===== config.mk =====
export PLATFORM = sky130hd
export DESIGN_NAME = video_raster_tracker
export DESIGN_NICKNAME = d
export VERILOG_FILES = /design/src/rtl/video_raster_tracker.sv
export SDC_FILE = /design/constraint.sdc
export NUM_CORES = 1
export LEC_CHECK = 0
export ABC_CLOCK_PERIOD_IN_PS = 2800
export CAP_MARGIN = 0
export CORE_MARGIN = 2
export CORE_UTILIZATION = 54
export CTS_BUF_LIST = sky130_fd_sc_hd__clkbuf_4
export DETAILED_ROUTE_END_ITERATION = 10
export HOLD_SLACK_MARGIN = 0.05
export PLACE_DENSITY = 0.82
export REMOVE_ABC_BUFFERS = 1
export SYNTH_ARGS = -nofsm -noshare
export SYNTH_HDL_FRONTEND = slang
export SYNTH_SLANG_ARGS = --single-unit

===== constraint.sdc =====
create_clock -name clk -period 2.8 [get_ports clk]
set_clock_uncertainty 0.15 [all_clocks]
set_input_delay 0.28 -clock clk [delete_from_list [all_inputs] [get_ports clk]]
set_output_delay 0.28 -clock clk [all_outputs]
set_load 0.05 [all_outputs]

===== src/rtl/video_raster_tracker.sv =====
// ----------------------------------------------------------------------------
// video_raster_tracker
//
// Purpose:
//   Converts raw hsync/vsync/data-enable from a video timing generator into
//   registered raster state for a downstream pixel source: active x/y,
//   start-of-line / start-of-frame strobes and a frame counter. It also
//   delays the syncs and DE by a fixed amount so they line up with a pixel
//   source of known latency. For bring-up it measures line and frame
//   geometry and raises a sticky flag on any mismatch.
//
// Ports:
//   clk          pixel clock
//   resetn       asynchronous active-low reset
//   hsync_in     hsync from timing generator (active-high), delay line only
//   vsync_in     vsync from timing generator (active-high)
//   de_in        data enable from timing generator
//   err_clr      single-cycle pulse, clears geom_err
//   active       de_in delayed 1 cycle, qualifies x/y
//   x            active pixel index within the line
//   y            active line index within the frame
//   sol          start-of-line strobe (first active pixel)
//   sof          start-of-frame strobe (first pixel of first line)
//   frame        frame counter
//   hs_out       hsync_in delayed 1+SYNC_DELAY cycles
//   vs_out       vsync_in delayed 1+SYNC_DELAY cycles
//   de_out       de_in delayed 1+SYNC_DELAY cycles
//   line_len     active pixel count of last completed line
//   frame_lines  active line count of last completed frame
//   geom_err     sticky geometry mismatch
// ----------------------------------------------------------------------------
module video_raster_tracker #(
    parameter int unsigned X_BITS     = 12,
    parameter int unsigned Y_BITS     = 11,
    parameter int unsigned FRAME_BITS = 8,
    parameter int unsigned SYNC_DELAY = 2,
    parameter int unsigned H_ACTIVE   = 1280,
    parameter int unsigned V_ACTIVE   = 720
) (
    input  logic                  clk,
    input  logic                  resetn,
    input  logic                  hsync_in,
    input  logic                  vsync_in,
    input  logic                  de_in,
    input  logic                  err_clr,
    output logic                  active,
    output logic [X_BITS-1:0]     x,
    output logic [Y_BITS-1:0]     y,
    output logic                  sol,
    output logic                  sof,
    output logic [FRAME_BITS-1:0] frame,
    output logic                  hs_out,
    output logic                  vs_out,
    output logic                  de_out,
    output logic [X_BITS-1:0]     line_len,
    output logic [Y_BITS-1:0]     frame_lines,
    output logic                  geom_err
);

    localparam int unsigned DL = 1 + SYNC_DELAY;

    // active_q doubles as the previous-cycle de_in for edge detection.
    logic                  active_q,      active_d;
    logic                  vs_prev_q,     vs_prev_d;
    logic [X_BITS-1:0]     x_q,           x_d;
    logic [Y_BITS-1:0]     y_q,           y_d;
    logic                  sol_q,         sol_d;
    logic                  sof_q,         sof_d;
    logic [FRAME_BITS-1:0] frame_q,       frame_d;
    logic                  first_line_q,  first_line_d;
    logic [X_BITS-1:0]     line_len_q,    line_len_d;
    logic [Y_BITS-1:0]     line_cnt_q,    line_cnt_d;
    logic [Y_BITS-1:0]     frame_lines_q, frame_lines_d;
    logic                  line_seen_q,   line_seen_d;
    logic                  locked_q,      locked_d;
    logic                  geom_err_q,    geom_err_d;
    logic [DL-1:0]         hs_dl_q,       hs_dl_d;
    logic [DL-1:0]         vs_dl_q,       vs_dl_d;
    logic [DL-1:0]         de_dl_q,       de_dl_d;

    logic              de_rise;
    logic              de_fall;
    logic              vs_rise;
    logic [X_BITS-1:0] x_inc;
    logic [Y_BITS-1:0] line_total;
    logic              line_fail;
    logic              frame_fail;

    always_comb begin
        de_rise    = de_in & ~active_q;
        de_fall    = ~de_in & active_q;
        vs_rise    = vsync_in & ~vs_prev_q;

        // x still holds the last pixel index on the de_fall cycle.
        x_inc      = x_q + X_BITS'(1);
        // A line ending in the same cycle as vsync rises belongs to the
        // frame being closed.
        line_total = line_cnt_q + Y_BITS'(de_fall);

        line_fail  = de_fall & line_seen_q & (x_inc != X_BITS'(H_ACTIVE));
        frame_fail = vs_rise & locked_q & (line_total != Y_BITS'(V_ACTIVE));

        active_d      = de_in;
        vs_prev_d     = vsync_in;
        x_d           = x_q;
        y_d           = y_q;
        sol_d         = de_rise;
        sof_d         = de_rise & (first_line_q | vs_rise);
        frame_d       = frame_q;
        first_line_d  = first_line_q;
        line_len_d    = line_len_q;
        line_cnt_d    = line_total;
        frame_lines_d = frame_lines_q;
        line_seen_d   = line_seen_q | de_rise;
        locked_d      = locked_q | vs_rise;

        if (de_rise) begin
            x_d = '0;
        end else if (de_in & active_q) begin
            x_d = x_inc;
        end

        if (de_rise) begin
            y_d = (first_line_q | vs_rise) ? '0 : y_q + Y_BITS'(1);
        end

        // vs_rise takes priority so a coincident de_rise leaves it set.
        if (vs_rise) begin
            first_line_d = 1'b1;
        end else if (de_rise) begin
            first_line_d = 1'b0;
        end

        if (de_fall) begin
            line_len_d = x_inc;
        end

        if (vs_rise) begin
            frame_d       = frame_q + FRAME_BITS'(1);
            frame_lines_d = line_total;
            line_cnt_d    = '0;
        end

        // A new failure outranks a coincident clear.
        geom_err_d = line_fail | frame_fail | (geom_err_q & ~err_clr);

        // Width cast drops the oldest stage; works for DL == 1 as well.
        hs_dl_d = DL'({hs_dl_q, hsync_in});
        vs_dl_d = DL'({vs_dl_q, vsync_in});
        de_dl_d = DL'({de_dl_q, de_in});
    end

    always_ff @(posedge clk or negedge resetn) begin
        if (!resetn) begin
            active_q      <= 1'b0;
            vs_prev_q     <= 1'b0;
            x_q           <= '0;
            y_q           <= '0;
            sol_q         <= 1'b0;
            sof_q         <= 1'b0;
            frame_q       <= '0;
            first_line_q  <= 1'b0;
            line_len_q    <= '0;
            line_cnt_q    <= '0;
            frame_lines_q <= '0;
            line_seen_q   <= 1'b0;
            locked_q      <= 1'b0;
            geom_err_q    <= 1'b0;
            hs_dl_q       <= '0;
            vs_dl_q       <= '0;
            de_dl_q       <= '0;
        end else begin
            active_q      <= active_d;
            vs_prev_q     <= vs_prev_d;
            x_q           <= x_d;
            y_q           <= y_d;
            sol_q         <= sol_d;
            sof_q         <= sof_d;
            frame_q       <= frame_d;
            first_line_q  <= first_line_d;
            line_len_q    <= line_len_d;
            line_cnt_q    <= line_cnt_d;
            frame_lines_q <= frame_lines_d;
            line_seen_q   <= line_seen_d;
            locked_q      <= locked_d;
            geom_err_q    <= geom_err_d;
            hs_dl_q       <= hs_dl_d;
            vs_dl_q       <= vs_dl_d;
            de_dl_q       <= de_dl_d;
        end
    end

    assign active      = active_q;
    assign x           = x_q;
    assign y           = y_q;
    assign sol         = sol_q;
    assign sof         = sof_q;
    assign frame       = frame_q;
    assign line_len    = line_len_q;
    assign frame_lines = frame_lines_q;
    assign geom_err    = geom_err_q;
    assign hs_out      = hs_dl_q[DL-1];
    assign vs_out      = vs_dl_q[DL-1];
    assign de_out      = de_dl_q[DL-1];

endmodule


=== Word level (Yosys, flattened, before mapping) ===
Cells that the tools add are included.

* Bits of input ports: 6
* Register bits after elaboration: 82
* Logic and storage cells: 50
* Output and inout bits: 61

* Eq/ne operators: 2
* Bitwise operators: 19
* $add $sub $neg: 4
* Multiplexer cells: 6
* Reductions and logical operators: 2

{| class="wikitable"
|+ Operators with widths
! cell !! count
|-
| 12-bit two-way mux || 2
|-
| 11-bit two-way mux || 2
|-
| 12-bit by 1-bit adder with 12-bit output (second input constant) || 1
|-
| 12-bit by 11-bit inequality test with 1-bit output (second input constant) || 1
|-
| 11-bit by 1-bit adder with 11-bit output || 1
|-
| 11-bit by 1-bit adder with 11-bit output (second input constant) || 1
|-
| 11-bit by 10-bit inequality test with 1-bit output (second input constant) || 1
|-
| 1-bit AND || 10
|-
| 8-bit by 1-bit adder with 8-bit output (second input constant) || 1
|-
| 1-bit bitwise OR || 5
|-
| 1-bit inverter || 4
|-
| 2-bit nonzero test || 2
|-
| 1-bit two-way mux || 2
|}

=== Logic depth before layout (Yosys ltp) ===
* Depth in word-level cells: 7
* Mapped depth: 11

=== Worst setup path after synthesis ===
OpenSTA, ideal clock, no wires.

* Path kind: reg2reg
* From: reg de_dl_q[0] (netlist name)
* To: reg geom_err_q (netlist: geom_err)
* Data required time: 2.524 ns
* Path slack: 0.032 ns
* Stages on the path, launching flop included: 12
* Path buffers: 1
* Period minus slack after synthesis: 2.768 ns
* Data arrival time: 2.491 ns
* Cells stage by stage: dfrtp_1 -> buf_2 -> nand2b_1 -> inv_1 -> ha_1 -> ha_1 -> and2_1 -> nand4_1 -> xor2_1 -> nand4bb_1 -> o31ai_2 -> o21ai_2

{| class="wikitable"
|+ RTL lines
! what !! RTL line !! source
|-
| end signal, assigned || 186 || <nowiki>geom_err_q <= geom_err_d;</nowiki>
|-
| end, declared || 76 || <nowiki>logic geom_err_q, geom_err_d;</nowiki>
|}

=== Worst setup path after layout ===
* From: reg x_q[0] (netlist: x[0])
* To: reg geom_err_q (netlist: geom_err)

* Word-level cells in the longest chain between the ends: 5

{| class="wikitable"
|+ RTL lines
! what !! RTL line !! source
|-
| start, declared || 65 || <nowiki>logic [X_BITS-1:0] x_q, x_d;</nowiki>
|-
| start signal, assigned || 157 || <nowiki>x_q <= '0;</nowiki>
|-
| start signal, assigned || 175 || <nowiki>x_q <= x_d;</nowiki>
|-
| 12-bit by 1-bit adder with 12-bit output || 95 || <nowiki>x_inc = x_q + X_BITS'(1);</nowiki>
|-
| 12-bit by 11-bit inequality test with 1-bit output || 100 || <nowiki>line_fail = de_fall & line_seen_q & (x_inc != X_BITS'(H_ACTIVE));</nowiki>
|-
| 1-bit AND || 100 ||
|-
| 1-bit bitwise OR (2 in series) || 145 || <nowiki>geom_err_d = line_fail | frame_fail | (geom_err_q & ~err_clr);</nowiki>
|-
| net geom_err_d || 76 ||
|}

The timed path passes the listed nets, and every way through them passes these cells.
A chain may end at the register's enable or synchronous reset.

==> run summary <==
R2R Path End -> geom_err
GRT Total Usage -> 0.217
Filler cell count -> 489
Die footprint -> 0.00735 mm^2
First-pass GRT wire length -> 12.6 mm
Num Clock Sinks -> 80
Final nets -> 450
Vias in the first global route -> 2748
Worst skew pair latency -> 0.42 ns
Post-Layout Inst Area -> 0.00456 mm^2
Critical path class -> reg -> reg
Post-route ant nets -> 0
Tot Pwr -> 3.30 mW
Placed cells -> 503
CP peak stage delay -> 0.54 ns
Post-Route Setup TNS -> 0 ns
Status -> complete, but fails checks
TritonCTS clock tree -> yes
Gr ovfl total -> 0
Clk slew on worst S/H paths -> 0.13 ns
Period utilization -> 0.877
VDD IR max -> 463 uV
RSZ-0062 raised after global routing -> false
Area Overhead vs Synth -> 26.2%
CP max FO -> 9
Worst min-delay path class -> in -> reg
H-tree levels -> 3
DR pass1 iterations -> 7
Slew headroom -> 0.346
Final hold vios -> 0
Placer Congestion -> 0.844
Tmin final -> 2.46 ns
Drt drc -> 7
Drt via density -> 5.51
Internal reg-to-reg setup slack -> 0.34 ns
Die Y-Extent -> 85.7 um
Core ar. -> 0.00642 mm^2
Dominant synthesized flop cell -> dfrtp_1
Fraction of registers with async set/reset -> 1.00
Critical path endpoint category -> flop
Maxcap violations -> 0
Multi-input logic area -> 0.00151 mm^2
Num CTS Buffers -> 9
Failing checks -> DRC
Reg area -> 0.00200 mm^2
Share of the synthesized area in the top cell type -> 0.555
Cell Rows -> 29
Reg2Reg Depth -> 7
Pwr per Cell Area -> 723 mW/mm^2
Initial antenna violation count -> 0
Post-CTS sizing -> 0
Hold path endpoint -> hs_dl_q[0]
Hold Path Origin -> hsync_in
DP HPWL -> 5.35 mm
Clk root buf -> clkbuf_4
Total routed wirelength -> 7.59 mm
Max clock buf depth -> 2
Wirelength per Cell -> 14.6 um
Hold Path Cell Cnt -> 1
Num ports -> 67
P_leak -> 1.98 nW
Synthesized area per cell -> 9.86 um^2
Non-Filler Instances -> 520
FMAX -> 0.407 GHz
Synth Register Bits -> 80
CP max stage cell -> dfrtp_1
DP Area -> 0.00436 mm^2
Starting density of the core -> 0.562
Largest cells by area after synthesis -> dfrtp_1, nand2_1, xnor2_1, o21ai_0, nor2_1
CP Data Required Time -> 2.95 ns
Vias -> 2866
Fraction of layout cells with a size suffix above 1 -> 0.0767
WHS -> 0.133 ns
Number of flops mapped to enable cells by yosys -> 0
PortBufs -> 66
Final Slew Violations -> 0
DIE WIDTH -> 85.7 um
Netlist Area Pre-Place -> 0.00361 mm^2
Post-synth cell types -> 38
Crit path DAT -> 2.61 ns
CP cell instances -> ha_1, nand3_1, nor3_2, mux2i_1, a31oi_1, a2111oi_2, o21ai_2
Cells after Synth -> 366
Worst r2r src -> x[0]
Post-synthesis sequential area ratio -> 0.555
Final setup viols -> 0
Measured slew at the worst slew-check pin -> 0.980 ns
Largest net degree at the start of global routing -> 81
Yosys top cell by area -> dfrtp_1
Worst Setup Start Kind -> flop
Violation count after the first detailed-route iteration -> 130
YS warnings -> 0
Ant. Diodes -> 0
## sequential cells by signal, summed over array words and instances, names as in the netlist, 3 cells and up
| signal | cells |
|---|---|
| vs_dl_q | 3 |
| frame | 8 |
| y | 11 |
| line_cnt_q | 11 |
| line_len | 12 |
| x | 12 |
| hs_dl_q | 3 |
| de_dl_q | 3 |
| frame_lines | 11 |
## where the power goes
group          internal, mW  switching, mW
Combinational         0.330          0.663
Clock                 0.454          0.407
Sequential             1.29          0.155
Total                  2.07           1.22
## worst max-delay path by stage
stage | slack, ns | depth (start not counted) | startpoint | end
after floorplan | -0.29 | 10 | de_dl_q[0] | geom_err
after global placement | 0.09 | 11 | de_in | geom_err
after detailed placement | 0.006 | 11 | de_in | geom_err
after CTS | 0.33 | 7 | x[0] | geom_err
after global routing | 0.14 | 7 | x[0] | geom_err
final | 0.34 | 7 | x[0] | geom_err
## critical path, delay by kind of cell (launching register included)
family | cells | cell delay [ns]
AOI/OAI and AO/OA | 3 | 0.51
adders and majority gates | 1 | 0.34
DFF | 1 | 0.54
muxes | 1 | 0.24
and+or+nand+nor | 2 | 0.55
## layout make-up
| cell class | instances | share of cell area |
|---|---|---|
| clock buffers | 9 | 0.0148 |
| multi-input cells | 260 | 0.330 |
| repair buffers | 73 | 0.157 |
| flip-flops and latches | 80 | 0.439 |
| well taps | 77 | 0.0211 |
| clock inverters | 7 | 0.0261 |
| inverters | 14 | 0.0115 |
## cell usage after synthesis (all sizes together) (2+ instances only)
| master | n |
|---|---|
| a21oi | 10 |
| and2 | 4 |
| and3 | 11 |
| and4 | 4 |
| buf | 3 |
| clkbuf | 9 |
| dfrtp | 80 |
| ha | 6 |
| inv | 14 |
| mux2i | 2 |
| nand2 | 57 |
| nand2b | 3 |
| nand3 | 22 |
| nand4 | 6 |
| nor2 | 37 |
| nor2b | 2 |
| nor3 | 5 |
| nor3b | 4 |
| nor4 | 4 |
| o21ai | 37 |
| o22ai | 4 |
| or2 | 2 |
| xnor2 | 21 |
| xor2 | 12 |
## cells in the final DEF (no fill, tap or decap), drive strengths merged, types with 3 or more instances in the layout
master | netlist | layout
dfrtp | 80 | 80
clkdlybuf4s50 | 0 | 65
nand2 | 57 | 57
nor2 | 37 | 37
o21ai | 37 | 37
nand3 | 22 | 22
xnor2 | 21 | 21
inv | 14 | 15
xor2 | 12 | 12
and3 | 11 | 11
a21oi | 10 | 10
clkbuf | 9 | 9
buf | 3 | 7
nand4 | 6 | 6
ha | 6 | 6
nor3 | 5 | 5
and4 | 4 | 4
and2 | 4 | 4
nor3b | 4 | 4
o22ai | 4 | 4
nor4 | 4 | 4
nand2b | 3 | 3
bufinv | 0 | 3
## routing by layer
layer / vias up / global-route usage / wire (um)
met5: - / 0 / 0
met4: 0 / 0.0880 / 152
met2: 80 / 0.353 / 3680
li1: 1389 / - / -
met1: 1380 / 0.289 / 3420
met3: 17 / 0.0423 / 333
## metrics by stage
| stage | util | setup WS, ns |
|---|---|---|
| 2_1_floorplan | - | -0.292 |
| 3_3_place_gp | 0.679 | 0.0918 |
| 3_5_place_dp | 0.679 | 0.00643 |
| 4_1_cts | 0.709 | 0.334 |
| 5_1_grt | 0.709 | 0.137 |
| 6_report | 0.709 | 0.345 |
## repair_timing
item / CTS / global route
setup buffers: 0 / 0
hold buffers: 1 / 0
hold endpoints to repair: 80 / 0
## cell families (layout without fill, tap and decap cells)
family | Yosys count | in the layout | share of synthesized area
buf+inv | 26 | 103 | 0.0281
simple gates | 162 | 162 | 0.222
mux | 2 | 2 | 0.00555
flops | 80 | 80 | 0.555
fa+ha+maj | 6 | 6 | 0.0208
compound gates | 57 | 57 | 0.0891
xor+xnor | 33 | 33 | 0.0801
(Power assumes the default switching activity.)
